### src/rtl/stack_pkg.sv
// Shared types and defaults for the stacker row engine.
// FSM state codes, direction codes and default geometry.
package stack_pkg;

  localparam int         DEF_WIDTH     = 8;
  localparam int         DEF_ROWS      = 8;
  localparam logic [7:0] DEF_START_PAT = 8'b0000_0111;
  localparam int         ROW_W         = 3;

  typedef enum logic [2:0] {
    ST_INIT  = 3'd0,
    ST_MOVE  = 3'd1,
    ST_LOCK  = 3'd2,
    ST_CHECK = 3'd3,
    ST_WIN   = 3'd4,
    ST_LOSE  = 3'd5
  } state_t;

  localparam logic DIR_LEFT  = 1'b0;
  localparam logic DIR_RIGHT = 1'b1;

endpackage

### src/rtl/stack_row_shifter.sv
// Combinational one-step shift of the moving block with edge bounce.
// Ports: cur/dir in, nxt_cur/nxt_dir out; a full row never moves.
module stack_row_shifter
  import stack_pkg::*;
#(
  parameter int WIDTH = DEF_WIDTH
) (
  input  logic [WIDTH-1:0] cur,
  input  logic             dir,
  output logic [WIDTH-1:0] nxt_cur,
  output logic             nxt_dir
);

  logic full;
  logic top;
  logic bot;
  logic lft;

  assign full = &cur;
  assign top  = cur[WIDTH-1];
  assign bot  = cur[0];
  assign lft  = (dir == DIR_LEFT);

  always_comb begin
    nxt_cur = cur;
    nxt_dir = dir;
    unique case (1'b1)
      full: begin
        nxt_cur = cur;
      end
      (!full && lft && top): begin
        nxt_dir = DIR_RIGHT;
        nxt_cur = cur >> 1;
      end
      (!full && lft && !top): begin
        nxt_cur = cur << 1;
      end
      (!full && !lft && bot): begin
        nxt_dir = DIR_LEFT;
        nxt_cur = cur << 1;
      end
      (!full && !lft && !bot): begin
        nxt_cur = cur >> 1;
      end
    endcase
  end

endmodule

### src/rtl/stack_row_engine.sv
// Stacker game row engine: moves a block, locks rows, judges win/lose.
// Ports: clk, reset, btn, update_tick in; val, row_index, write_strobe, clr_array, state out.
module stack_row_engine
  import stack_pkg::*;
#(
  parameter int               WIDTH     = DEF_WIDTH,
  parameter int               ROWS      = DEF_ROWS,
  parameter logic [WIDTH-1:0] START_PAT = WIDTH'(DEF_START_PAT)
) (
  input  logic             clk,
  input  logic             reset,
  input  logic             btn,
  input  logic             update_tick,
  output logic [WIDTH-1:0] val,
  output logic [2:0]       row_index,
  output logic             write_strobe,
  output logic             clr_array,
  output logic [2:0]       state
);

  state_t state_q, state_d;

  logic [WIDTH-1:0] cur_q, cur_d;
  logic [WIDTH-1:0] prev_q, prev_d;
  logic [WIDTH-1:0] lock_q, lock_d;
  logic [WIDTH-1:0] val_q, val_d;
  logic [2:0]       row_q, row_d;
  logic             dir_q, dir_d;
  logic             ws_q, ws_d;

  logic [WIDTH-1:0] sh_cur;
  logic             sh_dir;

  stack_row_shifter #(
    .WIDTH (WIDTH)
  ) u_shift (
    .cur     (cur_q),
    .dir     (dir_q),
    .nxt_cur (sh_cur),
    .nxt_dir (sh_dir)
  );

  // Strobes are registered on the transition so they land
  // in the first cycle of the state they announce.
  always_comb begin
    state_d = state_q;
    cur_d   = cur_q;
    prev_d  = prev_q;
    lock_d  = lock_q;
    val_d   = val_q;
    row_d   = row_q;
    dir_d   = dir_q;
    ws_d    = 1'b0;
    unique case (state_q)
      ST_INIT: begin
        cur_d   = START_PAT;
        prev_d  = '1;
        dir_d   = DIR_LEFT;
        row_d   = '0;
        val_d   = START_PAT;
        ws_d    = 1'b1;
        state_d = ST_MOVE;
      end
      ST_MOVE: begin
        if (btn) begin
          lock_d  = cur_q & prev_q;
          val_d   = cur_q & prev_q;
          ws_d    = 1'b1;
          state_d = ST_LOCK;
        end else if (update_tick) begin
          cur_d = sh_cur;
          dir_d = sh_dir;
          if (sh_cur != cur_q) begin
            val_d = sh_cur;
            ws_d  = 1'b1;
          end
        end
      end
      ST_LOCK: begin
        state_d = ST_CHECK;
      end
      ST_CHECK: begin
        if (lock_q == '0) begin
          state_d = ST_LOSE;
        end else if (row_q == 3'(ROWS - 1)) begin
          state_d = ST_WIN;
        end else begin
          prev_d  = lock_q;
          cur_d   = lock_q;
          val_d   = lock_q;
          row_d   = row_q + 3'd1;
          ws_d    = 1'b1;
          state_d = ST_MOVE;
        end
      end
      ST_WIN, ST_LOSE: begin
        if (btn) begin
          state_d = ST_INIT;
        end
      end
      default: begin
        state_d = ST_INIT;
      end
    endcase
  end

  always_ff @(posedge clk) begin
    if (reset) begin
      state_q <= ST_INIT;
      cur_q   <= '0;
      prev_q  <= '1;
      lock_q  <= '0;
      val_q   <= '0;
      row_q   <= '0;
      dir_q   <= DIR_LEFT;
      ws_q    <= 1'b0;
    end else begin
      state_q <= state_d;
      cur_q   <= cur_d;
      prev_q  <= prev_d;
      lock_q  <= lock_d;
      val_q   <= val_d;
      row_q   <= row_d;
      dir_q   <= dir_d;
      ws_q    <= ws_d;
    end
  end

  // Clear is tied to the INIT state itself; reset gates it so the
  // pulse appears only in the cycle after reset releases.
  assign clr_array    = (state_q == ST_INIT) && !reset;
  assign write_strobe = ws_q;
  assign val          = val_q;
  assign row_index    = row_q;
  assign state        = state_q;

endmodule

### config.mk
export PLATFORM = sky130hd
export DESIGN_NAME = stack_row_engine
export DESIGN_NICKNAME = d
export VERILOG_FILES = /design/src/rtl/stack_pkg.sv /design/src/rtl/stack_row_shifter.sv /design/src/rtl/stack_row_engine.sv
export SDC_FILE = /design/constraint.sdc
export NUM_CORES = 1
export LEC_CHECK = 0
export CAP_MARGIN = 25
export CORE_UTILIZATION = 54
export CTS_CLUSTER_DIAMETER = 30
export DETAILED_ROUTE_END_ITERATION = 16
export PLACE_DENSITY = 0.81
export SLEW_MARGIN = 25
export SYNTH_ARGS = -nofsm -noshare
export SYNTH_HDL_FRONTEND = slang
export SYNTH_SLANG_ARGS = --single-unit
### constraint.sdc
create_clock -name clk -period 4.55 [get_ports clk]
set_input_delay 1.365 -clock clk [delete_from_list [all_inputs] [get_ports clk]]
set_output_delay 1.365 -clock clk [all_outputs]
set_load 0.1 [all_outputs]
==> results.md <==
* Period utilisation layout at 79.82%
* CP max FO at 2
* Crit path depth at 3
* DRC Markers at 0
* DR pass1 iterations at 5
* CTS sink cnt at 40
* Longest Clk Path Bufs at 2
* All-layer global routing usage at 26.64%
* HP Class: reg -> reg
* Via total after detailed routing at 2,023
* Final #Nets at 292
* CTS hold repair buffers at 0
* Synthesized cell area at 2176 um2
* EDFF count, synth at 0
* Crit Path Class: in -> out
* Worst Setup EP: clr_array
* Setup bufs post-CTS at 0
* GRT Residual Overflow at 0
* Critical path's slowest cell: clkdlybuf4s50_1
* Final Hold Viols at 0
* Clk_lat worst skew at 300 ps
* Maximum number of pins on one net before global-route repair at 44
* 1st-iter DRT viols at 240
* Initial antenna violation count at 0
* Startpoint Class: input pin
* TritonCTS buffer count at 5
* TritonCTS clock tree: done
* Static Leak at 0.0008582 uW
* CTS resizes at 0
* CTS Root Cell: clkbuf_8
* Flops & latches, synth at 40
* Seq/Total Area, Yosys at 36.80%
* Clock-pin slew on the worst setup and hold paths at 70 ps
* Max Cap Viol at 0
* WP data arrival at 2270 ps
* Setup TNS at 0 ps
* Most common cell after layout, fill and taps aside: dfxtp_1
* IO Port Bufs at 19
* Crit path buf inv count at 2
* Placed instance area at 2355 um2
* Die height at 65.48 um
* Area Growth Syn to Fin at 13.34%
* Unrepaired setup endpoints after global routing: false
* Cell depth of the worst hold path at 2
* H-tree Lvls at 2
* Starting density of the core at 57.70%
* Mapped Cells at 279
* Die X at 65.48 um
* Synth Area per Inst at 7.799 um2
* Cell taking the most area after synthesis: dfxtp_1
* Final setup vio count at 0
* Most frequent cells in the layout: dfxtp_1 (40), nand2_1 (36), nor2_1 (27)
* Vias in the first global route at 1,772
* Layout cells sized above 1 at 5.923%
* DRT Wirelength at 5.215 mm
* Highest clock rate at 0.2753 GHz
* Largest delay share family, worst path: buffers and inverters
* Cell Pwr Density at 372.8 nW/um2
* Synth warn at 0
* Tmin final at 3632 ps
* R2r worst-path depth at 6
* Final Instance Area at 2466 um2
* Synthesized net count at 285
* CP required at 3180 ps
* Critical Path Start: reset
* First-pass GRT wire length at 8.652 mm
* Reg2reg end: val[3]
* Row count at 22
* Status: completed
* Primary FF master, synth: dfxtp_1
* Antenna-violating nets left at 0
* Worst Setup End Kind: primary output
* Detailed placement HPWL at 3.642 mm
* Die area at 4287 um2
* Critical Path Max Stage Delay at 470 ps
* Antenna Cells at 0
* Crit Reg-Reg Startpoint: state[1]
* Ports at 20
* Worst vdd ir at 0.2744 mV
* Core area at 3771 um2
* Post-synth top area share at 36.80%
* Vias/cell at 6.039
* Actual slew at the worst max-slew pin at 964.7 ps
* Slew margin rel. at 35.49%
* Synth area leaders: dfxtp_1 (37%), nand2_1 (6.2%), a21oi_1 (5.3%)
* Synth async-reset ratio at 0%
* Wire length per cell at 15.57 um
* Final Max Tran Viols at 0
* Distinct cells, synth at 49
* Placer Congestion at 0.9086
* Worst R2R Setup Slack at 2150 ps
* CP Cell Sequence: clkdlybuf4s50_1 -> nor2_1 -> buf_12
* Clk_skew at 4.406 ps
-- power breakdown --
part	total (uW)	internal [uW]	leakage [uW]	switching [uW]
clock	289	162	0.0000541	126
combinational	236	71.7	0.000478	164
sequential	395	367	0.000326	27.8
total	919	601	0.000858	318
-- state kept, by name, summed over array words and instances (netlist names) --
signal	cells
cur_q	8
row_index	3
prev_q	8
val	8
state	3
write_strobe	1
lock_q	8
dir_q	1
-- layer usage --
metal / up-vias / GRT usage, % / wire, um
met5: - / 0 / 0
met4: 0 / 10.05 / 112
met3: 9 / 6.424 / 355
met2: 85 / 38.79 / 2273
met1: 910 / 37.62 / 2474
li1: 1019 / - / -
-- cells by family (layout without fill, tap and decap cells) --
group / count (synthesis) / in the layout / share of synthesized area, %
compound gates: 79 / 79 / 25.36
flops: 40 / 40 / 36.80
buf+inv: 22 / 30 / 4.485
simple gates: 127 / 127 / 28.06
fa+ha+maj: 2 / 2 / 1.150
mux: 9 / 9 / 4.140
-- how the worst min path moves through the flow --
stage                     slack [ps]  startpoint   endpoint
after global routing             510      val[4]     val[4]
after floorplan                  450   lock_q[2]  lock_q[2]
after global placement           460      val[5]     val[5]
final                            470      val[4]     val[4]
after detailed placement         470      val[6]     val[6]
after CTS                        480      val[6]     val[6]
-- area by class of cell --
class	instances	area (um2)
Fill cell	342	1305
Inverter	1	3.754
Clock inverter	3	42.54
Clock buffer	5	68.82
Sequential cell	40	800.8
Tap cell	48	60.06
Timing Repair Buffer	21	212.7
Multi-Input combinational cell	217	1277
-- synth_stat cells, drive strengths merged (2+ instances only) --
library cell   n
nand2b        10
nor2b          4
and3           2
a21boi         2
or3            2
o31ai          3
a22oi          2
o21a           2
buf            7
nor3          15
o21bai         8
o21ai         10
a21o           3
ha             2
nor4           2
nor2          27
and2           2
nand3         20
a21oi         24
mux2i          9
a311oi         5
clkbuf        14
nand2         37
o211ai         3
dfxtp         40
a211oi         5
a211o          2
-- per-stage QoR --
stage	power (uW)	cells	util (%)	setup WS, ps	hold slack (ps)
finish	919.3	335	65.39	918.0	474.1
global route	961.1	335	65.39	906.8	506.2
CTS	923.3	335	65.39	932.9	479.4
detailed placement	636.8	327	62.44	870.5	466.4
global placement	634.7	327	62.44	919.3	461.9
floorplan	586.1	279	-	162.3	449.9
-- worst register-to-register path: stages (launching register included) --
cell	delay (ps)
dfxtp_1	580
or4b_1	770
a211o_1	290
a21oi_2	140
o2111ai_4	190
nand2_4	180
mux2i_1	190
(Power assumes the default switching activity.)
